===== config.mk =====
export PLATFORM = sky130hd
export DESIGN_NAME = alarm_seq_ctrl
export DESIGN_NICKNAME = d
export VERILOG_FILES = /design/src/rtl/alarm_pkg.sv /design/src/rtl/alarm_dly_timer.sv /design/src/rtl/alarm_seq_ctrl.sv
export SDC_FILE = /design/constraint.sdc
export NUM_CORES = 1
export LEC_CHECK = 0
export ABC_CLOCK_PERIOD_IN_PS = 7800
export CAP_MARGIN = 20
export CORE_MARGIN = 2
export CORE_UTILIZATION = 35
export DETAILED_ROUTE_END_ITERATION = 8
export PLACE_DENSITY = 0.54
export SYNTH_ARGS = -nofsm -noshare
export SYNTH_HDL_FRONTEND = slang
export SYNTH_SLANG_ARGS = --single-unit

===== constraint.sdc =====
create_clock -name clk -period 7.8 [get_ports clk]
set_input_delay 1.95 -clock clk [delete_from_list [all_inputs] [get_ports clk]]
set_output_delay 1.95 -clock clk [all_outputs]
set_load 0.1 [all_outputs]

===== src/rtl/alarm_pkg.sv =====
// Shared types for the alarm sequencer: internal state enum, external 2-bit
// state encodings, and the 16-bit delay type.
package alarm_pkg;

  typedef enum logic [2:0] {
    ST_OFF,
    ST_EXIT,
    ST_ARMED,
    ST_ENTRY,
    ST_ALARM
  } alarm_state_e;

  localparam logic [1:0] EXT_OFF       = 2'b00;
  localparam logic [1:0] EXT_ARMED     = 2'b01;
  localparam logic [1:0] EXT_TRIGGERED = 2'b10;
  localparam logic [1:0] EXT_ALARM_ON  = 2'b11;

  typedef logic [15:0] dly_t;

  // EXIT is reported as ARMED externally; exit_active tells them apart.
  function automatic logic [1:0] ext_enc(alarm_state_e s);
    case (s)
      ST_OFF:   return EXT_OFF;
      ST_EXIT:  return EXT_ARMED;
      ST_ARMED: return EXT_ARMED;
      ST_ENTRY: return EXT_TRIGGERED;
      ST_ALARM: return EXT_ALARM_ON;
      default:  return EXT_OFF;
    endcase
  endfunction

endpackage


===== src/rtl/alarm_dly_timer.sv =====
// Loadable, ena-gated 16-bit down-counter; done flags the last cycle of a delay.
module alarm_dly_timer
  import alarm_pkg::*;
(
  input  logic clk,
  input  logic rst_n,
  input  logic ena,
  input  logic load,
  input  dly_t load_val,
  output logic done
);

  dly_t r_cnt;

  // Saturates at zero so a long stay in one state never wraps the count.
  always_ff @(posedge clk or negedge rst_n) begin
    if (!rst_n) begin
      r_cnt <= '0;
    end else if (load) begin
      r_cnt <= load_val;
    end else if (ena && (r_cnt != '0)) begin
      r_cnt <= r_cnt - dly_t'(1);
    end
  end

  assign done = (r_cnt <= dly_t'(1));

endmodule


===== src/rtl/alarm_seq_ctrl.sv =====
// Alarm sequencer: OFF -> EXIT -> ARMED -> ENTRY -> ALARM with code disarm and
// bad-code tamper. Define SIREN_TIMEOUT_EN to auto-silence ALARM back to ARMED.
module alarm_seq_ctrl
  import alarm_pkg::*;
#(
  parameter dly_t       EXIT_DLY     = 16'd8,
  parameter dly_t       ENTRY_DLY    = 16'd8,
  parameter dly_t       SIREN_DLY    = 16'd32,
  parameter logic [3:0] CODE         = 4'hA,
  parameter logic [3:0] INSTANT_MASK = 4'b0001
) (
  input  logic       clk,
  input  logic       rst_n,
  input  logic       ena,
  input  logic       arm_req,
  input  logic       code_valid,
  input  logic [3:0] code,
  input  logic [3:0] zone,
  output logic       alarm,
  output logic [1:0] state,
  output logic [1:0] next_state,
  output logic       exit_active,
  output logic       arm_fault
);

  alarm_state_e r_state;
  alarm_state_e w_next;
  logic [1:0]   r_bad;
  logic [1:0]   w_bad_next;
  logic         r_alarm;
  logic         r_fault;
  logic         w_fault;
  logic         w_code_ok;
  logic         w_code_bad;
  logic         w_instant;
  logic         w_done;
  logic         w_load;
  dly_t         w_load_val;

  assign w_code_ok  = code_valid && (code == CODE);
  assign w_code_bad = code_valid && (code != CODE);
  assign w_instant  = (zone & INSTANT_MASK) != 4'b0000;

  // Branch order below encodes event priority: good code, tamper, instant
  // zone, timer expiry, delayed zone.
  always_comb begin
    w_next     = r_state;
    w_bad_next = r_bad;
    w_fault    = 1'b0;
    if (ena) begin
      if (r_state == ST_OFF) begin
        if (arm_req) begin
          if (zone == 4'b0000) w_next = ST_EXIT;
          else                 w_fault = 1'b1;
        end
      end else if (w_code_ok) begin
        w_next = ST_OFF;
      end else begin
        if (w_code_bad && (r_bad != 2'd3)) w_bad_next = r_bad + 2'd1;
        if (w_code_bad && (r_bad >= 2'd2)) begin
          w_next = ST_ALARM;
        end else if (w_instant && ((r_state == ST_ARMED) || (r_state == ST_ENTRY))) begin
          w_next = ST_ALARM;
        end else if (w_done && (r_state == ST_EXIT)) begin
          w_next = ST_ARMED;
        end else if (w_done && (r_state == ST_ENTRY)) begin
          w_next = ST_ALARM;
`ifdef SIREN_TIMEOUT_EN
        end else if (w_done && (r_state == ST_ALARM)) begin
          w_next     = ST_ARMED;
          w_bad_next = 2'd0;
`endif
        end else if ((r_state == ST_ARMED) && (zone != 4'b0000)) begin
          w_next = ST_ENTRY;
        end
      end
      if (w_next == ST_OFF) w_bad_next = 2'd0;
    end
  end

  // Every state change reloads the timer, so OFF/ARMED entries leave no residue.
  always_comb begin
    w_load     = (w_next != r_state);
    w_load_val = '0;
    case (w_next)
      ST_EXIT:  w_load_val = EXIT_DLY;
      ST_ENTRY: w_load_val = ENTRY_DLY;
      ST_ALARM: w_load_val = SIREN_DLY;
      default:  w_load_val = '0;
    endcase
  end

  alarm_dly_timer u_timer (
    .clk      (clk),
    .rst_n    (rst_n),
    .ena      (ena),
    .load     (w_load),
    .load_val (w_load_val),
    .done     (w_done)
  );

  always_ff @(posedge clk or negedge rst_n) begin
    if (!rst_n) begin
      r_state <= ST_OFF;
      r_bad   <= 2'd0;
      r_alarm <= 1'b0;
      r_fault <= 1'b0;
    end else if (ena) begin
      r_state <= w_next;
      r_bad   <= w_bad_next;
      r_alarm <= (w_next == ST_ALARM);
      r_fault <= w_fault;
    end
  end

  assign alarm       = r_alarm;
  assign arm_fault   = r_fault;
  assign state       = ext_enc(r_state);
  assign next_state  = ext_enc(w_next);
  assign exit_active = (r_state == ST_EXIT);

endmodule


==> impl_summary.txt, run 1 <==
----------------------------------------------------
[Status]
  Outcome ... finished clean

[Pwr]
  Int Pwr ... 0.257 mW
  Power density normalized to cell area ... 235 mW/mm²
  Clock share of power ... 0.186
  Sequential share of power ... 0.481
  Worst vdd ir ... 0.000108 V
  Switching share of total power ... 0.353
  Leakage power ... 0.673 nW
  Combinational cell fraction of total power ... 0.333
  Net switching power of the design ... 0.140 mW

[Floorplanning]
  I/O pin total ... 20
  Width of the chip ... 67.4 µm
  Height of the die ... 67.4 µm
  Standard-cell rows ... 23
  Die Area ... 0.00454 mm²
  Area of the core ... 0.00394 mm²
  Starting density of the core ... 0.357

[Synth]
  Mean Syn Cell Area ... 8.85 µm²
  Post-synth cell types ... 39
  Part of the Yosys area used for sequential elements ... 0.409
  Post-Syn Area ... 0.00141 mm²
  Synth Net Count ... 177
  Number of flip-flops and latches in the synthesized netlist ... 23
  Post-Syn Instances ... 159
  Yosys warning total ... 0

[Setup path]
  End of the worst register-to-register path ... u_timer.r_cnt[3]
  Critical path endpoint category ... primary output
  Highest-delay cell along the critical path ... sky130_fd_sc_hd__nor4bb_1
  CP Class ... in2out
  Family of cells with the greatest summed delay on the critical path ... simple AND/OR/NAND/NOR gates
  Setup slack, reg-to-reg ... 4.55 ns
  Chain of cells forming the critical path ... clkdlybuf4s50_1 -> nor4bb_1 -> nand2b_1 -> a2bb2oi_1 -> a21o_1 -> a21o_1 -> or3b_4 -> o21ai_0 -> buf_4
  R2r startpoint ... u_timer.r_cnt[6]
  Buffers & Inverters on Critical Path ... 2
  Data arrival time of the critical path ... 4.59 ns
  Kind of start point of the critical path ... primary input
  Maximum single-stage delay on the critical path ... 0.65 ns
  Critical Path Start ... code[3]
  Critical path fanouts, max ... 5
  Crit-path most repeated cell ... sky130_fd_sc_hd__a21o_1
  Worst Path Required ... 5.85 ns
  R2R cell count ... 7

[Finish]
  Share of post-route cells with drive strength above 1 ... 0.0629
  Area added between synthesis and finish ... 19.6%
  Number of nets at the end of the flow ... 194
  Non-Filler Instances ... 225
  Number of antenna cells inserted ... 0
  Number of inserted filler cells in the final layout ... 391
  Combined area of the multi-input logic cells ... 773 µm²
  Most used cells in the layout excluding fill and tap cells ... 23 x sky130_fd_sc_hd__nor2_1, 23 x sky130_fd_sc_hd__dfrtp_1, 17 x sky130_fd_sc_hd__clkdlybuf4s50_1, 14 x sky130_fd_sc_hd__xnor2_1
  Area used by sequential logic in the layout ... 576 µm²

[Clock tree]
  Clk pin slew, worst setup/hold paths ... 0.08 ns
  Latest clock arrival within the worst-skew pair ... 0.27 ns
  Depth of the CTS H-tree ... 1
  Number of buffers added to fix hold violations after cts ... 0
  Post-CTS setup buffer count ... 0
  Total CTS buffers ... 3
  CTS tree ... built
  Buffer cell driving the clock tree root ... sky130_fd_sc_hd__clkbuf_8
  Post-CTS sizing ... 0
  Sink count of the clock tree ... 23
  Number of buffers between clock root and the deepest sink ... 2

[Flow run]
  Max-Cap Viols ... 0

[Placement]
  Port-buffer cells ... 19
  Worst slack at placement ... 1.25 ns
  Placed Cells ... 220
  Final weighted congestion of routability-driven global placement ... 0.885
  Half-perimeter wire length of the detailed placement result ... 2210 µm

[Detailed routing]
  Remaining number of nets flagged by the antenna check after routing ... 0
  Avg Vias per Cell ... 5.25
  Routed length per placed instance ... 13.2 µm
  Vias ... 1182
  Drt total wl ... 2970 µm
  Number of DRC violations after detailed routing ... 0
  DRC marker count from the first detailed-route iteration ... 97
  Detailed-router iteration count before antenna repair ... 4

[Global route]
  Total routing resource utilization after global routing ... 0.151
  Largest net degree at the start of global routing ... 24
  Number of global-route vias before repair ... 1185
  Antenna violations before repair ... 0
  First-pass GRT wire length ... 5220 µm
  Total overflow reported by the global router ... 0

[Min path]
  Hold path startpoint ... alarm
  Hold worst-path end ... alarm
  Hold path cells ... 2
  Kind of path behind the tightest hold check ... reg2reg

[STA]
  Final Hold Viols ... 0
  Final Cycle Share ... 0.838
  Post-route clock skew ... 0.00467 ns
  Unrepaired setup endpoints after global routing ... no
  Min setup slack post-route ... 1.26 ns
  Highest clock rate ... 0.153 GHz
  Final count of negative-setup-slack endpoints ... 0
  Max Transition Viols Final ... 0
  Sum Neg Setup Slack ... 0 ns
  Rel. slew slack ... 0.352
  Actual transition at the worst max-transition pin ... 0.969 ns
  Final Critical Period ... 6.54 ns

----------------------------------------------------
-- Yosys cell counts --
| cell type | count | area, µm² |
|---|---|---|
| sky130_fd_sc_hd__a2111oi_0 | 1 | 8.76 |
| sky130_fd_sc_hd__a21o_1 | 2 | 15.0 |
| sky130_fd_sc_hd__a21oi_1 | 6 | 30.0 |
| sky130_fd_sc_hd__a22o_1 | 1 | 8.76 |
| sky130_fd_sc_hd__a22oi_1 | 1 | 7.51 |
| sky130_fd_sc_hd__a2bb2oi_1 | 1 | 8.76 |
| sky130_fd_sc_hd__a31oi_1 | 1 | 6.26 |
| sky130_fd_sc_hd__a31oi_2 | 1 | 12.5 |
| sky130_fd_sc_hd__and2_1 | 1 | 6.26 |
| sky130_fd_sc_hd__buf_2 | 2 | 10.0 |
| sky130_fd_sc_hd__clkbuf_1 | 6 | 22.5 |
| sky130_fd_sc_hd__dfrtp_1 | 23 | 576 |
| sky130_fd_sc_hd__ha_1 | 5 | 62.6 |
| sky130_fd_sc_hd__inv_1 | 7 | 26.3 |
| sky130_fd_sc_hd__mux2i_1 | 3 | 30.0 |
| sky130_fd_sc_hd__nand2_1 | 9 | 33.8 |
| sky130_fd_sc_hd__nand2b_1 | 4 | 25.0 |
| sky130_fd_sc_hd__nand3_1 | 2 | 10.0 |
| sky130_fd_sc_hd__nand3b_1 | 1 | 7.51 |
| sky130_fd_sc_hd__nand4_1 | 1 | 6.26 |
| sky130_fd_sc_hd__nor2_1 | 23 | 86.3 |
| sky130_fd_sc_hd__nor2b_1 | 4 | 25.0 |
| sky130_fd_sc_hd__nor3_1 | 9 | 45.0 |
| sky130_fd_sc_hd__nor3b_1 | 2 | 15.0 |
| sky130_fd_sc_hd__nor4_1 | 2 | 12.5 |
| sky130_fd_sc_hd__nor4b_1 | 1 | 8.76 |
| sky130_fd_sc_hd__nor4bb_1 | 1 | 10.0 |
| sky130_fd_sc_hd__o211ai_1 | 1 | 7.51 |
| sky130_fd_sc_hd__o21ai_0 | 9 | 45.0 |
| sky130_fd_sc_hd__o21ai_1 | 1 | 5.00 |
| sky130_fd_sc_hd__o21bai_1 | 1 | 7.51 |
| sky130_fd_sc_hd__o31ai_1 | 1 | 7.51 |
| sky130_fd_sc_hd__or2_2 | 1 | 6.26 |
| sky130_fd_sc_hd__or3_1 | 4 | 25.0 |
| sky130_fd_sc_hd__or3b_4 | 1 | 11.3 |
| sky130_fd_sc_hd__or4_1 | 3 | 22.5 |
| sky130_fd_sc_hd__or4_4 | 2 | 22.5 |
| sky130_fd_sc_hd__xnor2_1 | 14 | 123 |
| sky130_fd_sc_hd__xor2_1 | 1 | 8.76 |
-- cell families (layout without fill, tap and decap cells) --
| logic type | count (synthesis) | after routing | share of synthesized area |
|---|---|---|---|
| flops | 23 | 23 | 0.409 |
| buf+inv | 15 | 31 | 0.0418 |
| fa+ha+maj | 5 | 5 | 0.0444 |
| simple gates | 71 | 71 | 0.269 |
| compound gates | 27 | 27 | 0.121 |
| xor+xnor | 15 | 15 | 0.0933 |
| mux | 3 | 3 | 0.0213 |
-- per-layer routing --
metal	up-vias	global-route usage	wire length, µm
li1	579	-	-
met1	570	0.183	1340
met2	24	0.260	1410
met3	9	0.0250	137
met4	0	0.0689	82
met5	-	0	0
-- state kept, by name, indices dropped and copies added, names as in the netlist --
signal and flops:
alarm 1, arm_fault 1, u_timer.r_cnt 16, r_bad 2, r_state 3
-- metrics by stage --
stage,hold WS [ns],area (µm²),total power [mW],util
after global placement,0.483,1620,0.320,0.412
after CTS,0.528,1670,0.401,0.423
after detailed placement,0.511,1620,0.324,0.412
final,0.519,1680,0.396,0.427
after global routing,0.551,1680,0.430,0.427
after floorplan,0.485,1410,0.290,-
-- final cells by class --
| cell class | count | area share |
|---|---|---|
| flip-flops and latches | 23 | 0.342 |
| repair buffers | 20 | 0.119 |
| multi-input cells | 121 | 0.459 |
| inverters | 7 | 0.0156 |
| clock buffers | 4 | 0.0268 |
| well taps | 50 | 0.0372 |
-- worst max-delay path by stage --
stage                                to  depth (start not counted)
after floorplan           next_state[0]                          7
after global placement    next_state[0]                          9
after detailed placement  next_state[1]                          9
after CTS                 next_state[1]                          9
after global routing      next_state[1]                          9
final                     next_state[1]                          9
-- power groups by stage --
stage | clock [mW] | combinational [mW] | sequential, mW
global placement | 0 | 0.129 | 0.191
detailed placement | 0 | 0.131 | 0.193
floorplan | 0 | 0.101 | 0.189
finish | 0.0736 | 0.132 | 0.191
global route | 0.0807 | 0.152 | 0.197
CTS | 0.0774 | 0.133 | 0.190
-- worst min-delay path, stage by stage (launching register included) --
cell and delay [ns]:
sky130_fd_sc_hd__dfrtp_1 0.36, sky130_fd_sc_hd__nand2_1 0.05, sky130_fd_sc_hd__o21ai_1 0.07
Note: power is estimated with default switching activity, not from simulation.
==> run 2: changes to the inputs <==
Settings changed: ABC_CLOCK_PERIOD_IN_PS 7800 to 6550.
Clock period 7.8 ns to 6.55 ns, I/O delays scaled along.
==> run 2 against run 1 <==
  * Worst hold slack got worse by 0.014 ns
  * Worst setup slack worse by 0.38 ns
  * Cell count grew 0.44%
  * Clock skew grew 0.0028 ns
  * Non-clock buffer count grew 1
  * Largest power group unchanged
==> impl_summary.txt, run 2 (synthesized netlist as in run 1, its figures left out) <==
----------------------------------------------------
[Clock tree]
  Buffer cell driving the clock tree root ... sky130_fd_sc_hd__clkbuf_8
  Clk pin slew, worst setup/hold paths ... 0.08 ns (about the same)
  Number of buffers added to fix hold violations after cts ... 0 (unchanged)
  Total CTS buffers ... 3 (unchanged)
  Latest clock arrival within the worst-skew pair ... 0.27 ns (about the same)
  Sink count of the clock tree ... 23 (unchanged)
  Depth of the CTS H-tree ... 1 (unchanged)
  CTS tree ... built
  Post-CTS sizing ... 0 (unchanged)
  Post-CTS setup buffer count ... 0 (unchanged)
  Number of buffers between clock root and the deepest sink ... 2 (unchanged)

[Detailed routing]
  Avg Vias per Cell ... 5.21 (-0.78%)
  Detailed-router iteration count before antenna repair ... 4 (unchanged)
  Vias ... 1178 (-0.34%)
  Routed length per placed instance ... 12.9 µm (-2.1%)
  Number of DRC violations after detailed routing ... 0 (unchanged)
  DRC marker count from the first detailed-route iteration ... 106 (+9.3%)
  Drt total wl ... 2920 µm (-1.7%)
  Remaining number of nets flagged by the antenna check after routing ... 0 (unchanged)

[STA]
  Max Transition Viols Final ... 0 (unchanged)
  Final Cycle Share ... 0.865
  Final Critical Period ... 5.67 ns
  Unrepaired setup endpoints after global routing ... no
  Final Hold Viols ... 0 (unchanged)
  Rel. slew slack ... 0.349 (-0.00267)
  Final count of negative-setup-slack endpoints ... 0 (unchanged)
  Sum Neg Setup Slack ... 0 ns (unchanged)
  Post-route clock skew ... 0.00746 ns (+0.00279 ns)
  Highest clock rate ... 0.176 GHz
  Actual transition at the worst max-transition pin ... 0.973 ns (+0.00400 ns)

[Setup path]
  Data arrival time of the critical path ... 4.03 ns (-0.56 ns)
  Highest-delay cell along the critical path ... sky130_fd_sc_hd__clkdlybuf4s50_1
  Chain of cells forming the critical path ... clkdlybuf4s50_1 -> nor4bb_1 -> buf_4 -> nand2b_1 -> a2bb2oi_1 -> a21o_1 -> a21o_1 -> or3b_4 -> o21ai_0 -> buf_12
  Worst Path Required ... 4.91 ns (-0.94 ns)
  CP Class ... in2out
  Kind of start point of the critical path ... primary input
  Critical path endpoint category ... primary output
  Maximum single-stage delay on the critical path ... 0.44 ns (-0.21 ns)
  Crit-path most repeated cell ... sky130_fd_sc_hd__a21o_1
  Critical path fanouts, max ... 5 (unchanged)

[Global route]
  Total overflow reported by the global router ... 0 (unchanged)
  Total routing resource utilization after global routing ... 0.149 (-0.00120)
  Antenna violations before repair ... 0 (unchanged)
  Number of global-route vias before repair ... 1194 (+0.76%)
  First-pass GRT wire length ... 5090 µm (-2.5%)
  Largest net degree at the start of global routing ... 24 (unchanged)

[Placement]
  Port-buffer cells ... 19 (unchanged)
  Final weighted congestion of routability-driven global placement ... 0.848 (-4.2%)
  Placement-stage cell area ... 0.00166 mm² (+2.0%)
  Placed Cells ... 221 (+0.45%)
  Half-perimeter wire length of the detailed placement result ... 2160 µm (-1.9%)

[Floorplanning]
  Die Area ... 0.00454 mm² (unchanged)
  Width of the chip ... 67.4 µm (unchanged)
  Height of the die ... 67.4 µm (unchanged)
  I/O pin total ... 20 (unchanged)
  Starting density of the core ... 0.357 (unchanged)
  Standard-cell rows ... 23 (unchanged)
  Area of the core ... 0.00394 mm² (unchanged)

[Finish]
  Number of nets at the end of the flow ... 195 (+0.52%)
  Number of antenna cells inserted ... 0 (unchanged)
  Share of post-route cells with drive strength above 1 ... 0.0739 (+0.0110)
  Registers with the highest flip-flop counts ... u_timer.r_cnt x16, r_state x3, r_bad x2
  Non-Filler Instances ... 226 (+0.44%)
  Area added between synthesis and finish ... 22.0%
  Largest reg by FF count ... u_timer.r_cnt
  Largest register FFs ... 16 (unchanged)
  Most used cells in the layout excluding fill and tap cells ... 23 x sky130_fd_sc_hd__nor2_1, 23 x sky130_fd_sc_hd__dfrtp_1, 17 x sky130_fd_sc_hd__clkdlybuf4s50_1, 14 x sky130_fd_sc_hd__xnor2_1
  Post-layout instance area ... 0.00172 mm² (+2.0%)
  Core Util, Final ... 0.435 (+0.00857)

[Flow run]
  Max-Cap Viols ... 0 (unchanged)

[Pwr]
  Post-route total power ... 0.472 mW (+19%)
  Leakage power ... 0.687 nW (+2.1%)
  Power density normalized to cell area ... 275 mW/mm² (+17%)
  Worst vdd ir ... 0.000155 V (+43%)

[Min path]
  Kind of path behind the tightest hold check ... reg2reg

[Status]
  Outcome ... finished clean

----------------------------------------------------
-- run 2: cell types whose count changed in the layout (fill, tap and decap cells not counted) --
cell                       change
sky130_fd_sc_hd__clkinv_2      +1
sky130_fd_sc_hd__clkbuf_1      -1
sky130_fd_sc_hd__buf_4         -1
sky130_fd_sc_hd__o21ai_0       -1
sky130_fd_sc_hd__o21ai_1       +1
sky130_fd_sc_hd__buf_12        +2
-- run 2: worst max-delay path, delay by kind of cell --
family                 cells  cell delay, ns
buffers and inverters      3            0.85
and+or+nand+nor            3            0.84
AOI/OAI and AO/OA          4            0.69
-- run 2: where the power goes --
part           switching, mW  leakage (nW)  internal [mW]
logic                 0.0824         0.363         0.0756
registers             0.0393         0.299          0.187
clock network         0.0456        0.0255         0.0425
-- run 2: per-layer routing --
metal / vias up / global-route usage / wire length, µm
met2: 33 / 0.261 / 1460
met5: - / 0 / 0
li1: 579 / - / -
met3: 5 / 0.0200 / 142
met1: 561 / 0.182 / 1260
met4: 0 / 0.0689 / 57
-- run 2: metrics by stage --
step	worst slack [ns]	hold slack [ns]
detailed placement	0.905	0.493
CTS	0.891	0.510
floorplan	0.0937	0.485
global placement	0.941	0.489
global route	0.695	0.560
finish	0.883	0.506
-- run 2: cell type report --
cell class | instances | area (µm²)
repair buffers | 21 | 233
fillers | 392 | 2230
inverters | 7 | 26.3
flip-flops and latches | 23 | 576
clock buffers | 3 | 41.3
well taps | 50 | 62.6
clock inverters | 1 | 5.00
multi-input cells | 121 | 773
-- run 2: final timing paths --
path	startpoint	endpoint	slack [ns]	depth (start not counted)
max	code[3]	next_state[1]	0.88	10
min	alarm	alarm	0.51	2
max reg2reg	u_timer.r_cnt[6]	u_timer.r_cnt[5]	3.32	7
min reg2reg	alarm	alarm	0.51	2
max in group asynchronous	rst_n	u_timer.r_cnt[11]	4.42	2
min in group asynchronous	rst_n	u_timer.r_cnt[14]	1.68	1
==> run 3: changes to the inputs <==
Settings changed: CORE_UTILIZATION 35 to 50, PLACE_DENSITY 0.54 to 0.73.
==> run 3 against run 2 <==
  * Routed wire length is 2.0% higher
  * Flip-flop and latch count stayed put
  * Largest cell class unchanged
  * Sequential power hardly changed
  * Critical endpoint unchanged
  * Power is 4.8% lower
  * Die area is 28% lower
  * Register-to-register slack hardly changed
  * Clock power is 28% lower
  * Cell count is 8.4% lower
==> impl_summary.txt, run 3 (synthesized netlist as in run 1, its figures left out) <==
----------------------------------------------------
[Floorplanning]
  Standard-cell rows ... 19 (-17%)
  Die Area ... 0.00326 mm² (-28%)
  I/O pin total ... 20 (unchanged)
  Area of the core ... 0.00271 mm² (-31%)
  Starting density of the core ... 0.519 (+0.162)
  Height of the die ... 57.1 µm (-15%)
  Width of the chip ... 57.1 µm (-15%)

[Clock tree]
  Total CTS buffers ... 3 (unchanged)
  Number of buffers between clock root and the deepest sink ... 2 (unchanged)
  Buffer cell driving the clock tree root ... sky130_fd_sc_hd__clkbuf_4
  Post-CTS sizing ... 0 (unchanged)
  CTS tree ... built
  Post-CTS setup buffer count ... 0 (unchanged)
  Sink count of the clock tree ... 23 (unchanged)
  Depth of the CTS H-tree ... 1 (unchanged)
  Clk pin slew, worst setup/hold paths ... 0.13 ns (+0.05 ns)
  Latest clock arrival within the worst-skew pair ... 0.30 ns (+0.03 ns)
  Number of buffers added to fix hold violations after cts ... 0 (unchanged)

[Setup path]
  Data arrival time of the critical path ... 3.98 ns (-0.05 ns)
  Family of cells with the greatest summed delay on the critical path ... buffers and inverters
  Crit-path most repeated cell ... sky130_fd_sc_hd__a21o_1
  Critical path fanouts, max ... 5 (unchanged)
  Critical path endpoint category ... primary output
  CP Class ... in2out
  Kind of start point of the critical path ... primary input
  Chain of cells forming the critical path ... clkdlybuf4s50_1 -> nor4bb_1 -> buf_4 -> nand2b_1 -> a2bb2oi_1 -> a21o_1 -> a21o_1 -> or3b_4 -> o21ai_0 -> buf_12
  Buffers & Inverters on Critical Path ... 3 (unchanged)
  Maximum single-stage delay on the critical path ... 0.45 ns (about the same)
  Worst Path Required ... 4.91 ns (about the same)
  Highest-delay cell along the critical path ... sky130_fd_sc_hd__clkdlybuf4s50_1

[Detailed routing]
  Vias ... 1182 (+0.34%)
  Drt total wl ... 2980 µm (+2.0%)
  Detailed-router iteration count before antenna repair ... 4 (unchanged)
  Avg Vias per Cell ... 5.71 (+9.5%)
  Routed length per placed instance ... 14.4 µm (+11%)
  Number of DRC violations after detailed routing ... 0 (unchanged)
  DRC marker count from the first detailed-route iteration ... 43 (-59%)
  Remaining number of nets flagged by the antenna check after routing ... 0 (unchanged)

[STA]
  Max Transition Viols Final ... 0 (unchanged)
  Final Critical Period ... 5.62 ns (-0.0497 ns)
  Highest clock rate ... 0.178 GHz (+0.89%)
  Post-route worst hold slack ... 0.523 ns (+0.0173 ns)
  Final Hold Viols ... 0 (unchanged)
  Rel. slew slack ... 0.352 (+0.00266)
  Final count of negative-setup-slack endpoints ... 0 (unchanged)
  Unrepaired setup endpoints after global routing ... no
  Post-route clock skew ... 0.0116 ns (+0.00417 ns)
  Sum Neg Setup Slack ... 0 ns (unchanged)
  Actual transition at the worst max-transition pin ... 0.969 ns (-0.00398 ns)
  Final Cycle Share ... 0.858 (-0.00759)

[Pwr]
  Clock share of power ... 0.141 (-0.045)
  Int Pwr ... 0.287 mW (-6.1%)
  Worst vdd ir ... 0.000218 V (+41%)
  Combinational cell fraction of total power ... 0.351 (+0.017)
  Switching share of total power ... 0.362 (+0.00832)
  Power density normalized to cell area ... 267 mW/mm² (-3.1%)
  Post-route total power ... 0.450 mW (-4.8%)
  Net switching power of the design ... 0.163 mW (-2.6%)
  Sequential share of power ... 0.509 (+0.030)
  Leakage power ... 0.681 nW (-0.76%)

[Global route]
  First-pass GRT wire length ... 5200 µm (+2.2%)
  Antenna violations before repair ... 0 (unchanged)
  Largest net degree at the start of global routing ... 24 (unchanged)
  Total overflow reported by the global router ... 0 (unchanged)
  Number of global-route vias before repair ... 1236 (+3.5%)
  Total routing resource utilization after global routing ... 0.201 (+0.0520)

[Placement]
  Port-buffer cells ... 19 (unchanged)
  Placement-stage cell area ... 0.00163 mm² (-1.4%)
  Half-perimeter wire length of the detailed placement result ... 2240 µm (+3.7%)
  Final weighted congestion of routability-driven global placement ... 0.934 (+10%)

[Finish]
  Largest reg by FF count ... u_timer.r_cnt
  Number of nets at the end of the flow ... 195 (unchanged)
  Most used cells in the layout excluding fill and tap cells ... 23 x sky130_fd_sc_hd__nor2_1, 23 x sky130_fd_sc_hd__dfrtp_1, 17 x sky130_fd_sc_hd__clkdlybuf4s50_1, 14 x sky130_fd_sc_hd__xnor2_1
  Area added between synthesis and finish ... 19.7%
  Number of antenna cells inserted ... 0 (unchanged)
  Number of inserted filler cells in the final layout ... 246 (-37%)
  Largest register FFs ... 16 (unchanged)
  Registers with the highest flip-flop counts ... u_timer.r_cnt x16, r_state x3, r_bad x2
  Share of post-route cells with drive strength above 1 ... 0.0682 (-0.00568)
  Post-layout instance area ... 0.00169 mm² (-1.8%)

[Flow run]
  Max-Cap Viols ... 0 (unchanged)

[Min path]
  Kind of path behind the tightest hold check ... reg2reg

[Status]
  Outcome ... finished clean

----------------------------------------------------
-- run 3: cell count changes in the layout (fill, tap and decap cells not counted), sizes merged --
cell | previous run | this run
clkbuf | 3 | 4
clkinv | 1 | 0
-- run 3: worst paths after layout --
check	start	endpoint	slack, ns	depth (start not counted)
worst max-delay path	code[3]	next_state[1]	0.93	10
worst min-delay path	r_bad[0]	r_bad[0]	0.52	1
worst max register to register	u_timer.r_cnt[6]	u_timer.r_cnt[5]	3.31	7
worst min register to register	r_bad[0]	r_bad[0]	0.52	1
max in group asynchronous	rst_n	u_timer.r_cnt[14]	4.62	2
min in group asynchronous	rst_n	r_bad[1]	1.55	1
-- run 3: per-layer routing --
metal,vias up,track usage,routed length [µm]
met4,0,0.0797,38
met5,-,0,0
met1,570,0.228,1220
met2,26,0.366,1580
li1,582,-,-
met3,4,0.0454,132
-- run 3: cell type report --
cell class	instances	area, µm²	area share
clock buffers	4	26.3	0.0156
inverters	7	26.3	0.0156
multi-input cells	121	773	0.459
flip-flops and latches	23	576	0.341
well taps	31	38.8	0.0230
repair buffers	21	245	0.146
-- run 3: worst register-to-register path, cell delays in order (launching register included) --
cell and delay, ns:
sky130_fd_sc_hd__dfrtp_1 0.42, sky130_fd_sc_hd__or4_4 0.56, sky130_fd_sc_hd__or3_1 0.46, sky130_fd_sc_hd__or4_4 0.56, sky130_fd_sc_hd__nand2_1 0.10, sky130_fd_sc_hd__nand2_1 0.07, sky130_fd_sc_hd__a31oi_2 0.73, sky130_fd_sc_hd__mux2i_1 0.27
-- run 3: per-stage QoR --
step,std cells,setup WS [ns],utilization
CTS,206,0.930,0.612
floorplan,159,0.0937,-
global route,207,0.776,0.622
detailed placement,202,0.946,0.602
finish,207,0.933,0.622
global placement,202,0.977,0.602
-- run 3: power groups by stage --
stage	sequential, mW	clock (mW)	combinational (mW)
global route	0.234	0.0725	0.182
floorplan	0.225	0	0.121
global placement	0.227	0	0.152
detailed placement	0.231	0	0.156
CTS	0.228	0.0645	0.159
finish	0.229	0.0632	0.158
